### src/rtl/snake_pkg.sv
// ============================================================================
// Module      : snake_pkg
// Description : Shared channel-state encoding and divider ratio defaults.
// Revision    : 1.0 - initial release
// ============================================================================
`default_nettype none

package snake_pkg;

    typedef enum logic [1:0] {
        SEEK   = 2'd0,
        CHECK  = 2'd1,
        LOCKED = 2'd2,
        FAULT  = 2'd3
    } chan_state_t;

    // Divider and receiver both take their ratios from here.
    localparam int c_fast_half_dflt  = 100000;
    localparam int c_blink_half_dflt = 100000000;
    localparam int c_tol_dflt        = 16;

    function automatic int chan_limit(input int half, input int tol);
        return 2 * half + tol + 1;
    endfunction

endpackage

`default_nettype wire

### src/rtl/tick_chan.sv
// ============================================================================
// Module      : tick_chan
// Description : One divided-clock channel: synchronizer, rising-edge tick and,
//               when CLK_TICK_MON_EN is defined, a period-checking monitor.
// Revision    : 1.0 - initial release
// ============================================================================
`default_nettype none

module tick_chan
    import snake_pkg::*;
#(
    parameter int HALF = c_fast_half_dflt,
    parameter int TOL  = c_tol_dflt
) (
    input  logic clk,
    input  logic rst,
    input  logic din,
    output logic tick,
    output logic locked,
    output logic fault_evt
);

    logic r_sync1;
    logic r_sync2;
    logic r_prev;
    logic r_tick;

    always_ff @(posedge clk) begin
        if (rst) begin
            r_sync1 <= 1'b0;
            r_sync2 <= 1'b0;
            r_prev  <= 1'b0;
            r_tick  <= 1'b0;
        end else begin
            r_sync1 <= din;
            r_sync2 <= r_sync1;
            r_prev  <= r_sync2;
            r_tick  <= r_sync2 & ~r_prev;
        end
    end

    assign tick = r_tick;

`ifdef CLK_TICK_MON_EN
    localparam int c_limit = chan_limit(HALF, TOL);
    localparam int c_cnt_w = $clog2(c_limit + 1);
    localparam logic [c_cnt_w-1:0] c_limit_v = c_cnt_w'(c_limit);
    localparam logic [c_cnt_w-1:0] c_lo_v    = c_cnt_w'(2 * HALF - TOL);
    localparam logic [c_cnt_w-1:0] c_hi_v    = c_cnt_w'(2 * HALF + TOL);
    localparam logic [c_cnt_w-1:0] c_one_v   = c_cnt_w'(1);

    chan_state_t        r_state;
    chan_state_t        w_state_nxt;
    logic [c_cnt_w-1:0] r_cnt;
    logic [c_cnt_w-1:0] w_cnt_nxt;
    logic               r_locked;
    logic               w_good;

    assign w_good = (r_cnt >= c_lo_v) && (r_cnt <= c_hi_v);

    always_ff @(posedge clk) begin
        if (rst) begin
            r_state  <= SEEK;
            r_cnt    <= '0;
            r_locked <= 1'b0;
        end else begin
            r_state  <= w_state_nxt;
            r_cnt    <= w_cnt_nxt;
            r_locked <= (w_state_nxt == LOCKED);
        end
    end

    // The tick itself is the edge event; the counter value seen alongside it
    // is the measured period.
    always_comb begin
        w_state_nxt = r_state;
        w_cnt_nxt   = r_cnt;
        case (r_state)
            SEEK: begin
                w_cnt_nxt = '0;
                if (r_tick) begin
                    w_state_nxt = CHECK;
                    w_cnt_nxt   = c_one_v;
                end
            end
            CHECK, LOCKED: begin
                if (r_tick) begin
                    w_cnt_nxt   = c_one_v;
                    w_state_nxt = w_good ? LOCKED : FAULT;
                end else if (r_cnt == c_limit_v) begin
                    w_state_nxt = FAULT;
                end else begin
                    w_cnt_nxt = r_cnt + c_one_v;
                end
            end
            FAULT: begin
                if (r_tick) begin
                    w_state_nxt = CHECK;
                    w_cnt_nxt   = c_one_v;
                end else if (r_cnt != c_limit_v) begin
                    w_cnt_nxt = r_cnt + c_one_v;
                end
            end
            default: begin
                w_state_nxt = SEEK;
                w_cnt_nxt   = '0;
            end
        endcase
    end

    assign locked    = r_locked;
    assign fault_evt = (w_state_nxt == FAULT) && (r_state != FAULT);
`else
    logic w_unused_cfg;

    assign w_unused_cfg = (HALF > 0) ^ (TOL > 0);
    assign locked       = 1'b1;
    assign fault_evt    = 1'b0;
`endif

endmodule

`default_nettype wire

### src/rtl/clk_tick_rx.sv
// ============================================================================
// Module      : clk_tick_rx
// Description : Synchronizes fast_clk/blink_clk into clk, emits edge ticks and
//               (macro CLK_TICK_MON_EN) monitors their periods.
// Revision    : 1.0 - initial release
// ============================================================================
`default_nettype none

module clk_tick_rx
    import snake_pkg::*;
#(
    parameter int FAST_HALF  = c_fast_half_dflt,
    parameter int BLINK_HALF = c_blink_half_dflt,
    parameter int TOL        = c_tol_dflt
) (
    input  logic clk,
    input  logic rst,
    input  logic fast_clk,
    input  logic blink_clk,
    input  logic fault_clr,
    output logic fast_tick,
    output logic blink_tick,
    output logic fast_locked,
    output logic blink_locked,
    output logic fault
);

    logic w_fast_evt;
    logic w_blink_evt;

    tick_chan #(
        .HALF (FAST_HALF),
        .TOL  (TOL)
    ) u_fast (
        .clk       (clk),
        .rst       (rst),
        .din       (fast_clk),
        .tick      (fast_tick),
        .locked    (fast_locked),
        .fault_evt (w_fast_evt)
    );

    tick_chan #(
        .HALF (BLINK_HALF),
        .TOL  (TOL)
    ) u_blink (
        .clk       (clk),
        .rst       (rst),
        .din       (blink_clk),
        .tick      (blink_tick),
        .locked    (blink_locked),
        .fault_evt (w_blink_evt)
    );

`ifdef CLK_TICK_MON_EN
    logic r_fault;

    // A new fault event takes priority over a simultaneous clear.
    always_ff @(posedge clk) begin
        if (rst) begin
            r_fault <= 1'b0;
        end else if (w_fast_evt || w_blink_evt) begin
            r_fault <= 1'b1;
        end else if (fault_clr) begin
            r_fault <= 1'b0;
        end
    end

    assign fault = r_fault;
`else
    logic w_unused_bits;

    assign w_unused_bits = ^{fault_clr, w_fast_evt, w_blink_evt};
    assign fault         = 1'b0;
`endif

endmodule

`default_nettype wire

### config.mk
export PLATFORM = sky130hd
export DESIGN_NAME = clk_tick_rx
export DESIGN_NICKNAME = d
export VERILOG_FILES = /design/src/rtl/snake_pkg.sv /design/src/rtl/tick_chan.sv /design/src/rtl/clk_tick_rx.sv
export SDC_FILE = /design/constraint.sdc
export NUM_CORES = 1
export LEC_CHECK = 0
export BUFFER_PORTS_ARGS = -buffer_cell sky130_fd_sc_hd__buf_2
export CAP_MARGIN = 20
export CORE_AREA = 2 2 39 41
export CTS_BUF_LIST = sky130_fd_sc_hd__clkbuf_4
export CTS_CLUSTER_SIZE = 30
export DETAILED_ROUTE_END_ITERATION = 6
export DIE_AREA = 0 0 41 43
export PLACE_DENSITY = 0.39
export RECOVER_POWER = 25
export SYNTH_ARGS = -nofsm -noshare
export SYNTH_HDL_FRONTEND = slang
export SYNTH_SLANG_ARGS = --single-unit
### constraint.sdc
create_clock -name clk -period 1 [get_ports clk]
set_input_delay 0.15 -clock clk [delete_from_list [all_inputs] [get_ports clk]]
set_output_delay 0.15 -clock clk [all_outputs]
set_load 0.03 [all_outputs]
==> results.sh <==
export IMPL_status="finished, final reports clean"
export IMPL_clock_latency_ns=0.24
export IMPL_holdPathStages=2
export IMPL_synth_compound_area_share_pct=0
export IMPL_crit_type="flip-flop to output port"
export IMPL_drive_gt1_share_pct=33.33
export IMPL_cp_num_buf_inv=1
export IMPL_ctsResizeCount=0
export IMPL_clock_skew_ns=0.001431
export IMPL_vias_per_cell=3.163
export IMPL_max_stage_delay_ns=0.30
export IMPL_layout_commonest_cell="dfxtp_1"
export IMPL_drv_slew=0
export IMPL_syn_instance_count=21
export IMPL_min_path_type="primary input to flip-flop"
export IMPL_hpwlAfterDp_um=218.2
export IMPL_yosys_cell_types_count=5
export IMPL_antenna_found_initial=0
export IMPL_cts_inserted_buffers=3
export IMPL_powerDensity_mw_per_mm2=2026
export IMPL_ys_warn_count=0
export IMPL_min_period_over_period_pct=87.56
export IMPL_io_pin_count=10
export IMPL_cap_violations=0
export IMPL_chipHeight_um=43
export IMPL_clockBufferDepth=2
export IMPL_root_buffer="clkbuf_4"
export IMPL_synth_xor_area_share_pct=0
export IMPL_synth_area_um2=252.7
export IMPL_arrival_ns=0.73
export IMPL_path_cells="buf_2"
export IMPL_wire_per_inst_um=6.860
export IMPL_die_area_mm2=0.001763
export IMPL_htreeDepth=1
export IMPL_final_cell_mix="dfxtp_1 (8), nor2b_1 (6), buf_2 (4)"
export IMPL_ant_nets=0
export IMPL_worst_hold_slack_ns=0.1149
export IMPL_antenna_cells=0
export IMPL_path_max_fanout=1
export IMPL_r2r_start="u_blink.r_sync2"
export IMPL_holdBufCountCts=0
export IMPL_drt_total_wl_um=295
export IMPL_synthMuxAreaShare_pct=0
export IMPL_hp_start="fast_clk"
export IMPL_grt_max_degree=9
export IMPL_reg2reg_depth=1
export IMPL_fin_crit_ns=0.8756
export IMPL_coreArea_mm2=0.001384
export IMPL_vias=136
export IMPL_placed_cell_area_um2=279.0
export IMPL_required_ns=0.85
export IMPL_utilization_pct=21.70
export IMPL_r2r_end="u_blink.tick"
export IMPL_synthAdderAreaFrac_pct=0
export IMPL_tns_ns=0
export IMPL_grt_pass1_vias=124
export IMPL_drt_pass1_iterations=1
export IMPL_cts_tree="built"
export IMPL_leakagePower_nw=0.1298
export IMPL_hold_viol=0
export IMPL_final_cell_area_um2=300.3
export IMPL_synth_seq_cells=8
export IMPL_rsz0062_at_grt="false"
export IMPL_whs_endpoint="u_fast.r_sync1"
export IMPL_postCtsSetupBuffers=0
export IMPL_synthSimpleGateAreaFrac_pct=24.75
export IMPL_fmax_ghz=1.142
export IMPL_cts_clk_slew_worst_paths_ns=0.05
export IMPL_endpoint_kind="output port"
export IMPL_setup_viol_count_final=0
export IMPL_crit_family="flip-flops"
export IMPL_gr_usage_all_layers_pct=4.129
export IMPL_start_util_pct=18.26
export IMPL_rows=14
export IMPL_die_x_um=41
export IMPL_cts_sinks=8
export IMPL_synth_top_family_by_area="simple AND/OR/NAND/NOR gates"
export IMPL_synth_seq_area_share_pct=63.37
export IMPL_grt_pass1_wl_um=448
export IMPL_start_kind="flip-flop"
export IMPL_finalWeightedCongestion=0.5912
export IMPL_drtIter0Drc=0
export IMPL_port_buffers=5
export IMPL_syn_area_per_cell_um2=12.04
export IMPL_drc=0
export IMPL_fin_nets=34
export IMPL_irDropWorstVdd_uv=563.1
export IMPL_overflow=0
export IMPL_area_growth_pct=18.81
export IMPL_reg2reg_slack_ns=0.43
export IMPL_cp_slowest_cell="dfxtp_1"
-- final cells by class --
class                           instances  area [um^2]
Fill cell                             162         1084
Sequential cell                         8        160.2
Multi-Input combinational cell         11        73.82
Timing Repair Buffer                    5        23.77
Clock buffer                            3        22.52
Tap cell                               16        20.02
-- synth_stat cells (all sizes together) --
| cell | instances | area, um^2 |
|---|---|---|
| nor3b | 2 | 25.02 |
| nor2b | 6 | 37.54 |
| dfxtp | 8 | 160.2 |
| conb | 2 | 7.510 |
| buf | 3 | 22.52 |
-- registers in the layout (all words and copies together), names as in the netlist --
register,flops
u_blink.r_sync1,1
u_fast.r_sync2,1
u_fast.r_sync1,1
u_fast.tick,1
u_blink.r_sync2,1
u_fast.r_prev,1
u_blink.r_prev,1
u_blink.tick,1
-- layer usage --
| metal | vias up | track usage (%) | part of all wire, % |
|---|---|---|---|
| met3 | 0 | 3.141 | 12 |
| li1 | 70 | - | - |
| met1 | 60 | 4.870 | 48 |
| met5 | - | 0 | 0 |
| met4 | 0 | 4.000 | 0 |
| met2 | 6 | 4.375 | 40 |
-- power breakdown --
part | leakage, nW | total (mW) | switching [mW] | internal (mW)
combinational | 0.0504 | 0.0399 | 0.0278 | 0.0121
clock | 0.0138 | 0.235 | 0.0981 | 0.137
sequential | 0.0656 | 0.334 | 0.00301 | 0.331
-- stage by stage --
stage / power (mW) / setup WS (ns) / std cells
after floorplan: 0.3770 / 0.3907 / 22
after global placement: 0.3801 / 0.3807 / 40
after detailed placement: 0.3814 / 0.3813 / 40
after CTS: 0.6214 / 0.1089 / 43
after global routing: 0.6442 / 0.07777 / 43
final: 0.6085 / 0.1244 / 43
-- worst max-delay path by stage --
stage	startpoint	end	slack, ns	depth (start not counted)
after global routing	u_blink.tick	blink_tick	0.08	1
after CTS	u_fast.tick	fast_tick	0.11	1
after detailed placement	u_fast.tick	fast_tick	0.38	1
final	u_fast.tick	fast_tick	0.12	1
after floorplan	u_blink.tick	blink_tick	0.39	0
after global placement	u_fast.tick	fast_tick	0.38	1
-- cells by family after synthesis --
logic type | Yosys count
DFF | 8
and+or+nand+nor | 8
buffers and inverters | 3
other | 2
No activity file was read; power rests on OpenSTA's default activity.
